==> src/rtl/dcache_wb_controller_pkg.sv <==
// Shared definitions for the direct-mapped write-back data cache controller.
package dcache_wb_controller_pkg;

  typedef enum logic [1:0] {
    StIdle      = 2'd0,
    StWriteback = 2'd1,
    StAllocate  = 2'd2
  } state_e;

  localparam int unsigned OFFSET_W     = 5;
  localparam int unsigned WORD_W       = 32;
  localparam int unsigned WORD_SEL_LSB = 2;
  localparam int unsigned WORD_SEL_W   = 3;

  function automatic int unsigned index_width(input int unsigned lines);
    return $clog2(lines);
  endfunction

endpackage

==> src/rtl/dcache_sram.sv <==
// Tag/valid/dirty/data storage: combinational read, synchronous write at a shared index.
module dcache_sram
  import dcache_wb_controller_pkg::*;
#(
  parameter int unsigned LINES   = 16,
  parameter int unsigned INDEX_W = 4,
  parameter int unsigned TAG_W   = 23,
  parameter int unsigned LINE_W  = 256
) (
  input  logic                  clk_i,
  input  logic                  rst_i,
  input  logic [INDEX_W-1:0]    idx,
  output logic                  rd_valid,
  output logic                  rd_dirty,
  output logic [TAG_W-1:0]      rd_tag,
  output logic [LINE_W-1:0]     rd_data,
  input  logic                  fill_we,
  input  logic [TAG_W-1:0]      fill_tag,
  input  logic [LINE_W-1:0]     fill_data,
  input  logic                  word_we,
  input  logic [WORD_SEL_W-1:0] word_sel,
  input  logic [WORD_W-1:0]     word_data,
  input  logic                  clean_we
);

  logic [LINES-1:0]  valid_q;
  logic [LINES-1:0]  dirty_q;
  logic [TAG_W-1:0]  tag_q  [LINES];
  logic [LINE_W-1:0] data_q [LINES];

  assign rd_valid = valid_q[idx];
  assign rd_dirty = dirty_q[idx];
  assign rd_tag   = tag_q[idx];
  assign rd_data  = data_q[idx];

  always_ff @(posedge clk_i or posedge rst_i) begin
    if (rst_i) begin
      valid_q <= '0;
      dirty_q <= '0;
    end else if (fill_we) begin
      valid_q[idx] <= 1'b1;
      dirty_q[idx] <= 1'b0;
    end else if (word_we) begin
      dirty_q[idx] <= 1'b1;
    end else if (clean_we) begin
      dirty_q[idx] <= 1'b0;
    end
  end

  // Tag and data arrays carry no reset; valid gates every use of them.
  always_ff @(posedge clk_i) begin
    if (fill_we) begin
      tag_q[idx]  <= fill_tag;
      data_q[idx] <= fill_data;
    end else if (word_we) begin
      data_q[idx][{word_sel, 5'd0} +: WORD_W] <= word_data;
    end
  end

endmodule

==> src/rtl/dcache_wb_controller.sv <==
// Direct-mapped write-back, write-allocate data cache controller for the MEM stage.
module dcache_wb_controller
  import dcache_wb_controller_pkg::*;
#(
  parameter int unsigned LINES  = 16,
  parameter int unsigned LINE_W = 256,
  parameter int unsigned ADDR_W = 32
) (
  input  logic              clk_i,
  input  logic              rst_i,
  input  logic              cpu_req_i,
  input  logic              cpu_we_i,
  input  logic [ADDR_W-1:0] cpu_addr_i,
  input  logic [31:0]       cpu_data_i,
  output logic [31:0]       cpu_data_o,
  output logic              cpu_stall_o,
  output logic              mem_req_o,
  output logic              mem_we_o,
  output logic [ADDR_W-1:0] mem_addr_o,
  output logic [LINE_W-1:0] mem_data_o,
  input  logic [LINE_W-1:0] mem_data_i,
  input  logic              mem_ack_i
);

  localparam int unsigned INDEX_W = index_width(LINES);
  localparam int unsigned TAG_W   = ADDR_W - INDEX_W - OFFSET_W;

  state_e                  state_q;
  logic                    mem_req_q;
  logic                    mem_we_q;
  logic [INDEX_W-1:0]      idx;
  logic [TAG_W-1:0]        req_tag;
  logic [WORD_SEL_W-1:0]   word_sel;
  logic                    rd_valid;
  logic                    rd_dirty;
  logic [TAG_W-1:0]        rd_tag;
  logic [LINE_W-1:0]       rd_data;
  logic                    hit;
  logic                    fill_we;
  logic                    word_we;
  logic                    clean_we;
  logic [WORD_SEL_LSB-1:0] unused_byte_sel;

  assign idx             = cpu_addr_i[OFFSET_W +: INDEX_W];
  assign req_tag         = cpu_addr_i[ADDR_W-1 -: TAG_W];
  assign word_sel        = cpu_addr_i[WORD_SEL_LSB +: WORD_SEL_W];
  assign unused_byte_sel = cpu_addr_i[WORD_SEL_LSB-1:0];

  assign hit         = cpu_req_i & rd_valid & (rd_tag == req_tag);
  assign cpu_stall_o = cpu_req_i & ((state_q != StIdle) | ~hit);
  assign cpu_data_o  = hit ? rd_data[{word_sel, 5'd0} +: WORD_W] : '0;

  assign word_we  = (state_q == StIdle) & hit & cpu_we_i;
  assign clean_we = (state_q == StWriteback) & mem_ack_i;
  assign fill_we  = (state_q == StAllocate) & mem_ack_i;

  assign mem_req_o = mem_req_q;
  assign mem_we_o  = mem_we_q;

  always_comb begin
    mem_addr_o = '0;
    mem_data_o = '0;
    unique case (state_q)
      StWriteback: begin
        mem_addr_o = {rd_tag, idx, {OFFSET_W{1'b0}}};
        mem_data_o = rd_data;
      end
      StAllocate: mem_addr_o = {req_tag, idx, {OFFSET_W{1'b0}}};
      default: ;
    endcase
  end

  always_ff @(posedge clk_i or posedge rst_i) begin
    if (rst_i) begin
      state_q   <= StIdle;
      mem_req_q <= 1'b0;
      mem_we_q  <= 1'b0;
    end else begin
      unique case (state_q)
        StIdle: begin
          if (cpu_req_i && !hit) begin
            mem_req_q <= 1'b1;
            if (rd_valid && rd_dirty) begin
              state_q  <= StWriteback;
              mem_we_q <= 1'b1;
            end else begin
              state_q  <= StAllocate;
              mem_we_q <= 1'b0;
            end
          end
        end
        StWriteback: begin
          if (mem_ack_i) begin
            state_q  <= StAllocate;
            mem_we_q <= 1'b0;
          end
        end
        StAllocate: begin
          if (mem_ack_i) begin
            state_q   <= StIdle;
            mem_req_q <= 1'b0;
          end
        end
        default: begin
          state_q   <= StIdle;
          mem_req_q <= 1'b0;
          mem_we_q  <= 1'b0;
        end
      endcase
    end
  end

  dcache_sram #(
    .LINES   (LINES),
    .INDEX_W (INDEX_W),
    .TAG_W   (TAG_W),
    .LINE_W  (LINE_W)
  ) u_sram (
    .clk_i     (clk_i),
    .rst_i     (rst_i),
    .idx       (idx),
    .rd_valid  (rd_valid),
    .rd_dirty  (rd_dirty),
    .rd_tag    (rd_tag),
    .rd_data   (rd_data),
    .fill_we   (fill_we),
    .fill_tag  (req_tag),
    .fill_data (mem_data_i),
    .word_we   (word_we),
    .word_sel  (word_sel),
    .word_data (cpu_data_i),
    .clean_we  (clean_we)
  );

endmodule

==> config.mk <==
export PLATFORM = sky130hd
export DESIGN_NAME = dcache_wb_controller
export DESIGN_NICKNAME = d
export VERILOG_FILES = /design/src/rtl/dcache_wb_controller_pkg.sv /design/src/rtl/dcache_sram.sv /design/src/rtl/dcache_wb_controller.sv
export SDC_FILE = /design/constraint.sdc
export NUM_CORES = 2
export LEC_CHECK = 0
export CORE_UTILIZATION = 35
export CTS_BUF_LIST = sky130_fd_sc_hd__clkbuf_4
export CTS_CLUSTER_DIAMETER = 200
export DETAILED_ROUTE_END_ITERATION = 16
export SKIP_LAST_GASP = 1
export SYNTH_ARGS = -nofsm -noshare
export SYNTH_HDL_FRONTEND = slang
export SYNTH_MEMORY_MAX_BITS = 65536
export SYNTH_SLANG_ARGS = --single-unit
==> constraint.sdc <==
create_clock -name clk_i -period 5.65 [get_ports clk_i]
set_input_delay 0.8475 -clock clk_i [delete_from_list [all_inputs] [get_ports clk_i]]
set_output_delay 0.8475 -clock clk_i [all_outputs]
set_load 0.05 [all_outputs]
Word-level counts from Yosys, hierarchy flattened. Memories as Yosys holds them, arrays and structs flattened. Cells that the tools add are included.

Register bits: 36. Memories kept: 2. Input port bits: 325. Logic and storage cells: 584. Output and inout bits: 323. Bits in writable memories: 4464.

Memory list: u_sram.data_q (words 16, bits a word 256, rd ports 1, clocked after memory_dff 0, wr ports 1, RTL line dcache_sram.sv:29) `logic [LINE_W-1:0] data_q [LINES];`; u_sram.tag_q (words 16, bits a word 23, rd ports 1, clocked after memory_dff 0, wr ports 1, RTL line dcache_sram.sv:28) `logic [TAG_W-1:0] tag_q [LINES];`.

Reduce and logical (&&, ||, !) cells: 10. Add/sub/neg operators: 1. Bitwise logic cells: 271. Shifts and indexed selects: 3. Equal/unequal tests: 6. Magnitude comparators: 2. Mux-type cells: 284.

Operators by type and width (number): 256-bit two-way mux (2); 1-bit two-way mux (267); 1-bit OR (257); 32-bit by 10-bit variable shift with 256-bit output, first input constant (1); 256-bit by 9-bit indexed part select with 32-bit output (1); 32-bit by 10-bit indexed part select with 256-bit output (1); 32-bit one-hot mux with 2 select lines (1); 16-bit two-way mux (3); 32-bit two-way mux (1); 16-bit OR (2); 23-bit == test (1); 16-bit AND (1); 16-bit inverter (1); 8-bit negator with 10-bit output (1); 3-bit AND reduction (3); 1-bit binary-select mux with 4-bit select (2); 2-bit two-way mux (4); 1-bit AND (7); 1-bit one-hot mux with 3 select lines (2); 2-bit one-hot mux with 3 select lines (1); 4-bit by 5-bit < comparator with 1-bit output, second input constant (1); 1-bit demux with 4-bit select (1); 4-bit by 1-bit greater-or-equal comparator with 1-bit output, second input constant (1); 2-bit != test, second input constant (2); 9 further kinds (13).

Longest topological paths before layout.
Depth in word-level cells: 10. Mapped depth: 16. Gate-level depth less buffers: 9.

Hierarchy. Synthesis repeated with hierarchy kept, for this count alone.

Cells, all modules: 8305. Area total of the unflattened synthesis: 177672.9 um^2.

By module, submodules not included: dcache_sram (cells an instance 7732, sequential area each 134849.3 um^2, area each 172914.6 um^2, times used 1); dcache_wb_controller (cells an instance 573, sequential area each 100.1 um^2, area each 4758.3 um^2, times used 1).

Least setup slack after synthesis. OpenSTA, ideal clock, no wires.

Path type: input-to-output. From: input port cpu_addr_i[5]. To: output port cpu_data_o[18]. Arrival: 5.930 ns. Stages: 13. Slack: -1.128 ns. Required time: 4.803 ns. Buffers on the path: 6. Cell sequence: buf_4 buf_6 buf_4 buf_2 mux2i_1 a221oi_1 xor2_1 o32a_1 nor4_4 nand4_4 buf_2 clkbuf_1 a2111oi_0.

Longest elaborated chain between the ends: 5. Elaborated cells between the ends (all ways): 9.

RTL lines: start: declaration (RTL line dcache_wb_controller.sv:13) `input logic [ADDR_W-1:0] cpu_addr_i,`; branches (longest 4 deep; another with memory read 16 x 256 bit); 32-bit two-way mux * (RTL line dcache_wb_controller.sv:51) `assign cpu_data_o = hit ? rd_data[{word_sel, 5'd0} +: WORD_W] : '0;`; end: declaration (RTL line dcache_wb_controller.sv:15) `output logic [31:0] cpu_data_o,`.

Mark *: on every way between the ends. The select of a mux whose other input is x is not followed.

Final worst setup path.
From: memory u_sram.tag_q[10][18]. To: output port cpu_data_o[12].

Longest elaborated chain between the ends: 4.

RTL lines: start: declaration (RTL line dcache_sram.sv:28); memory read 16 x 23 bit; 23-bit == test (RTL line dcache_wb_controller.sv:49) `assign hit = cpu_req_i & rd_valid & (rd_tag == req_tag);`; 1-bit AND (RTL line dcache_wb_controller.sv:49); 32-bit two-way mux (RTL line dcache_wb_controller.sv:51).

Every way passes these cells.

==> impl_metrics.json <==
{
  "slowest_delay_ps": 560,
  "ant_nets": 0,
  "synth_top_area_cell": "edfxtp_1",
  "core_area_um2": 507000,
  "wirelength_um": 609000,
  "share_seq_of_total_power": 0.510,
  "tns_ps": -12640,
  "synth_edf_count": 4464,
  "violations": "negative setup slack",
  "register_area_um2": 135000,
  "async_reset_ff_frac": 0.00800,
  "syn_inst": 7756,
  "period_minus_slack_ps": 6100,
  "hold_start": "mem_data_i[180]",
  "grt_max_degree": 129,
  "crit_required_ps": 4800,
  "clkTransAtPathRegs_ps": 70,
  "final_layout_size_suffix_gt1_frac": 0.428,
  "multi_input_area_um2": 43000,
  "path_delay_family": "multiplexers",
  "nNetsFinal": 10300,
  "setup_violations": 33,
  "p_leak_nw": 70.0,
  "fin_util": 0.428,
  "place_ws_ps": -521,
  "power_density_nw_per_um2": 339,
  "hold_depth": 2,
  "routedWlPerCell_um": 34.7,
  "synth_cell_type_count": 60,
  "grt.overflow.total": 0,
  "tritoncts": "done",
  "h-tree-depth": 7,
  "ir_worst_vdd_v": 0.000207,
  "layout_setup_ws_ps": -453,
  "portBuffers": 640,
  "drv_cap": 0,
  "vias": 97400,
  "reg2reg_to": "u_sram.data_q[8][3]$_DFFE_PP_",
  "clock_skew_ps": 201,
  "fillerInstances": 43700,
  "ys_top_cells_by_area": "edfxtp_1, mux4_2, mux2_2",
  "power_w": 0.0736,
  "grt_usage": 0.235,
  "synth.top_cell.area_share": 0.751,
  "r2r-start": "u_sram.tag_q[10][18]$_DFFE_PP_",
  "avgSynthCellArea_um2": 23.0,
  "path_max_fanout": 9,
  "r2r_slack_ps": 530,
  "antenna_found_initial": 119,
  "grt_pass1_vias": 97600,
  "ys.flop_type": "edfxtp_1",
  "cts_root_buf": "clkbuf_4",
  "fin_crit_sh": 1.08,
  "holdCritPathClass": "input port to flop",
  "criticalPathCategory": "flop to primary output",
  "power.internal_w": 0.0544,
  "cts.sinks": 4500,
  "crit_cells": 12,
  "clkLatencyLatePin_ps": 1850,
  "yosys_warnings": 0,
  "crit_path_top_delay_cell": "mux4_2",
  "finalHoldViolations": 0,
  "worstPathCellList": "mux4_2 -> mux4_2 -> xor2_4 -> a2111oi_4 -> buf_4 -> and4_4 -> nand4_4 -> buf_12 -> clkbuf_16 -> a21oi_1 -> buf_4 -> buf_8",
  "worst-path-buf-inv": 5,
  "netlist_area_um2": 179000,
  "whs_endpoint": "u_sram.data_q[9][180]$_DFFE_PP_",
  "drtIter0Drc": 12300,
  "fp.dieArea_um2": 513000,
  "sw_frac_of_total": 0.261,
  "viasPerCell": 5.55,
  "tightest_slew_ps": 1400,
  "rows": 261,
  "die_h_um": 716,
  "cts_made_buffers": 1218,
  "io-pin-count": 648,
  "drcViolationCount": 0,
  "dieWidth_um": 716,
  "clock_path_buffers": 5,
  "start_util": 0.353,
  "syn_to_final_growth_pct": 21.4,
  "first_pass_iters": 6,
  "worstSetupEndpointType": "primary output",
  "cp_data_arrival_time_ps": 5260,
  "startpoint_type": "flop",
  "p_comb_frac": 0.122,
  "r2r_cells": 14,
  "switching_power_w": 0.0192,
  "grt_pass1_wl_um": 809000,
  "place_hpwl_um": 405000,
  "ys_seq_area_frac": 0.756,
  "final-max-slew-violation-count": 0,
  "relSlewSlack": 0.0609,
  "place_congestion": 0.897,
  "rsz0062_at_grt": "true",
  "synth-seq-cells": 4500,
  "max_freq_mhz": 164,
  "pwr-share-clk": 0.368,
  "status": "complete, but fails checks"
}
[sequential cells by signal (all words and copies together) (netlist names), named ones only]
signal and flops:
u_sram.valid_q 16, state_q 2, mem_req_o 1, u_sram.tag_q 368, u_sram.data_q 4096, mem_we_o 1
[cells in the final DEF (no fill, tap or decap), drive strengths merged, types with 5 or more instances in the layout]
cell type / n
o21ba: 16
conb: 5
clkinv: 267
a22oi: 27
clkdlybuf4s50: 345
mux2i: 81
a2111oi: 7
o211ai: 40
a21boi: 8
ha: 8
mux2: 267
nor2: 162
a31oi: 5
nand3: 27
nor2b: 21
nand2: 153
xor2: 14
a22o: 7
dlygate4sd3: 139
bufinv: 13
buf: 959
o21ai: 26
and2: 357
or2: 16
diode: 146
xnor2: 14
edfxtp: 4464
a21oi: 38
mux4: 1417
nor3: 8
o22ai: 6
inv: 37
clkbuf: 1653
dfrtp: 36
[worst max-delay path by stage]
stage                          end                            from  slack (ps)
CTS                 cpu_data_o[28]   u_sram.tag_q[5][16]$_DFFE_PP_        -620
detailed placement  cpu_data_o[28]                   cpu_addr_i[5]        -520
global route        cpu_data_o[28]   u_sram.tag_q[0][18]$_DFFE_PP_        -690
finish              cpu_data_o[12]  u_sram.tag_q[10][18]$_DFFE_PP_        -450
global placement    cpu_data_o[28]                   cpu_addr_i[7]        -640
floorplan           cpu_data_o[18]                   cpu_addr_i[5]        -450
[layer usage]
layer / track usage / vias to the layer above / part of all wire
li1: - / 38200 / -
met1: 0.282 / 51900 / 0.35
met2: 0.367 / 6119 / 0.48
met3: 0.0772 / 1088 / 0.10
met4: 0.146 / 50 / 0.062
met5: 0 / - / 0.00069
[power groups by stage]
stage / logic, W / registers, W / clock network (W)
after floorplan: 0.00441 / 0.0382 / 0
after global placement: 0.00871 / 0.0382 / 0
after detailed placement: 0.00881 / 0.0382 / 0
after CTS: 0.00895 / 0.0375 / 0.0276
after global routing: 0.00917 / 0.0375 / 0.0292
final: 0.00901 / 0.0375 / 0.0271
[repair_timing]
item,4_1_cts,5_1_grt
pin swaps,3,3
gates resized for setup,64,22
endpoints found under the setup margin,39,33
endpoints found under the hold margin,1896,0
cloned,1,1
buffers inserted,7,3
hold buffers,139,0
[stage by stage]
step | area (um2) | hold slack (ps) | std cells
floorplan | 179000 | 434 | 7760
global placement | 201000 | 446 | 15300
detailed placement | 201000 | 452 | 15300
CTS | 216000 | 0.576 | 17400
global route | 217000 | 14.3 | 17400
finish | 217000 | 158 | 17500
[cells by family (layout without fill, tap and decap cells)]
kind of cell | count (synthesis) | after routing | share of synthesized area
compound gates | 209 | 209 | 0.00832
fa+ha+maj | 8 | 8 | 0.000561
buf+inv | 480 | 3414 | 0.0113
simple gates | 765 | 765 | 0.0226
xor+xnor | 28 | 28 | 0.00137
other cells | 1 | 151 | 0.0000210
mux | 1765 | 1765 | 0.200
flops | 4500 | 4500 | 0.756
[Yosys cell counts (36+ instances only)]
master / instances
a21oi_1: 38
and2_1: 357
buf_1: 90
buf_2: 81
clkbuf_1: 272
dfrtp_1: 36
edfxtp_1: 4464
mux2_2: 245
mux2i_1: 81
mux4_2: 1417
nand2_1: 153
nor2_1: 162
o211ai_1: 40
[cell type report]
class | count | share of cell area
Timing Repair Buffer | 1446 | 0.0744
Tap cell | 6706 | 0.0387
Clock buffer | 1651 | 0.0572
Antenna cell | 146 | 0.00168
Inverter | 15 | 0.000312
Multi-Input combinational cell | 2780 | 0.198
Sequential cell | 4500 | 0.622
Clock inverter | 302 | 0.00706
[worst reg2reg max path: stages (launching register included)]
cell and delay, ps:
edfxtp_1 360, mux4_2 460, mux4_2 560, xor2_4 190, a2111oi_4 330, buf_4 180
and4_4 250, nand4_4 130, buf_12 210, buf_16 230, buf_4 160, nor3_4 220
buf_12 260, mux2_2 490, dlygate4sd3_1 770
Power figures use the tool's default switching activity.
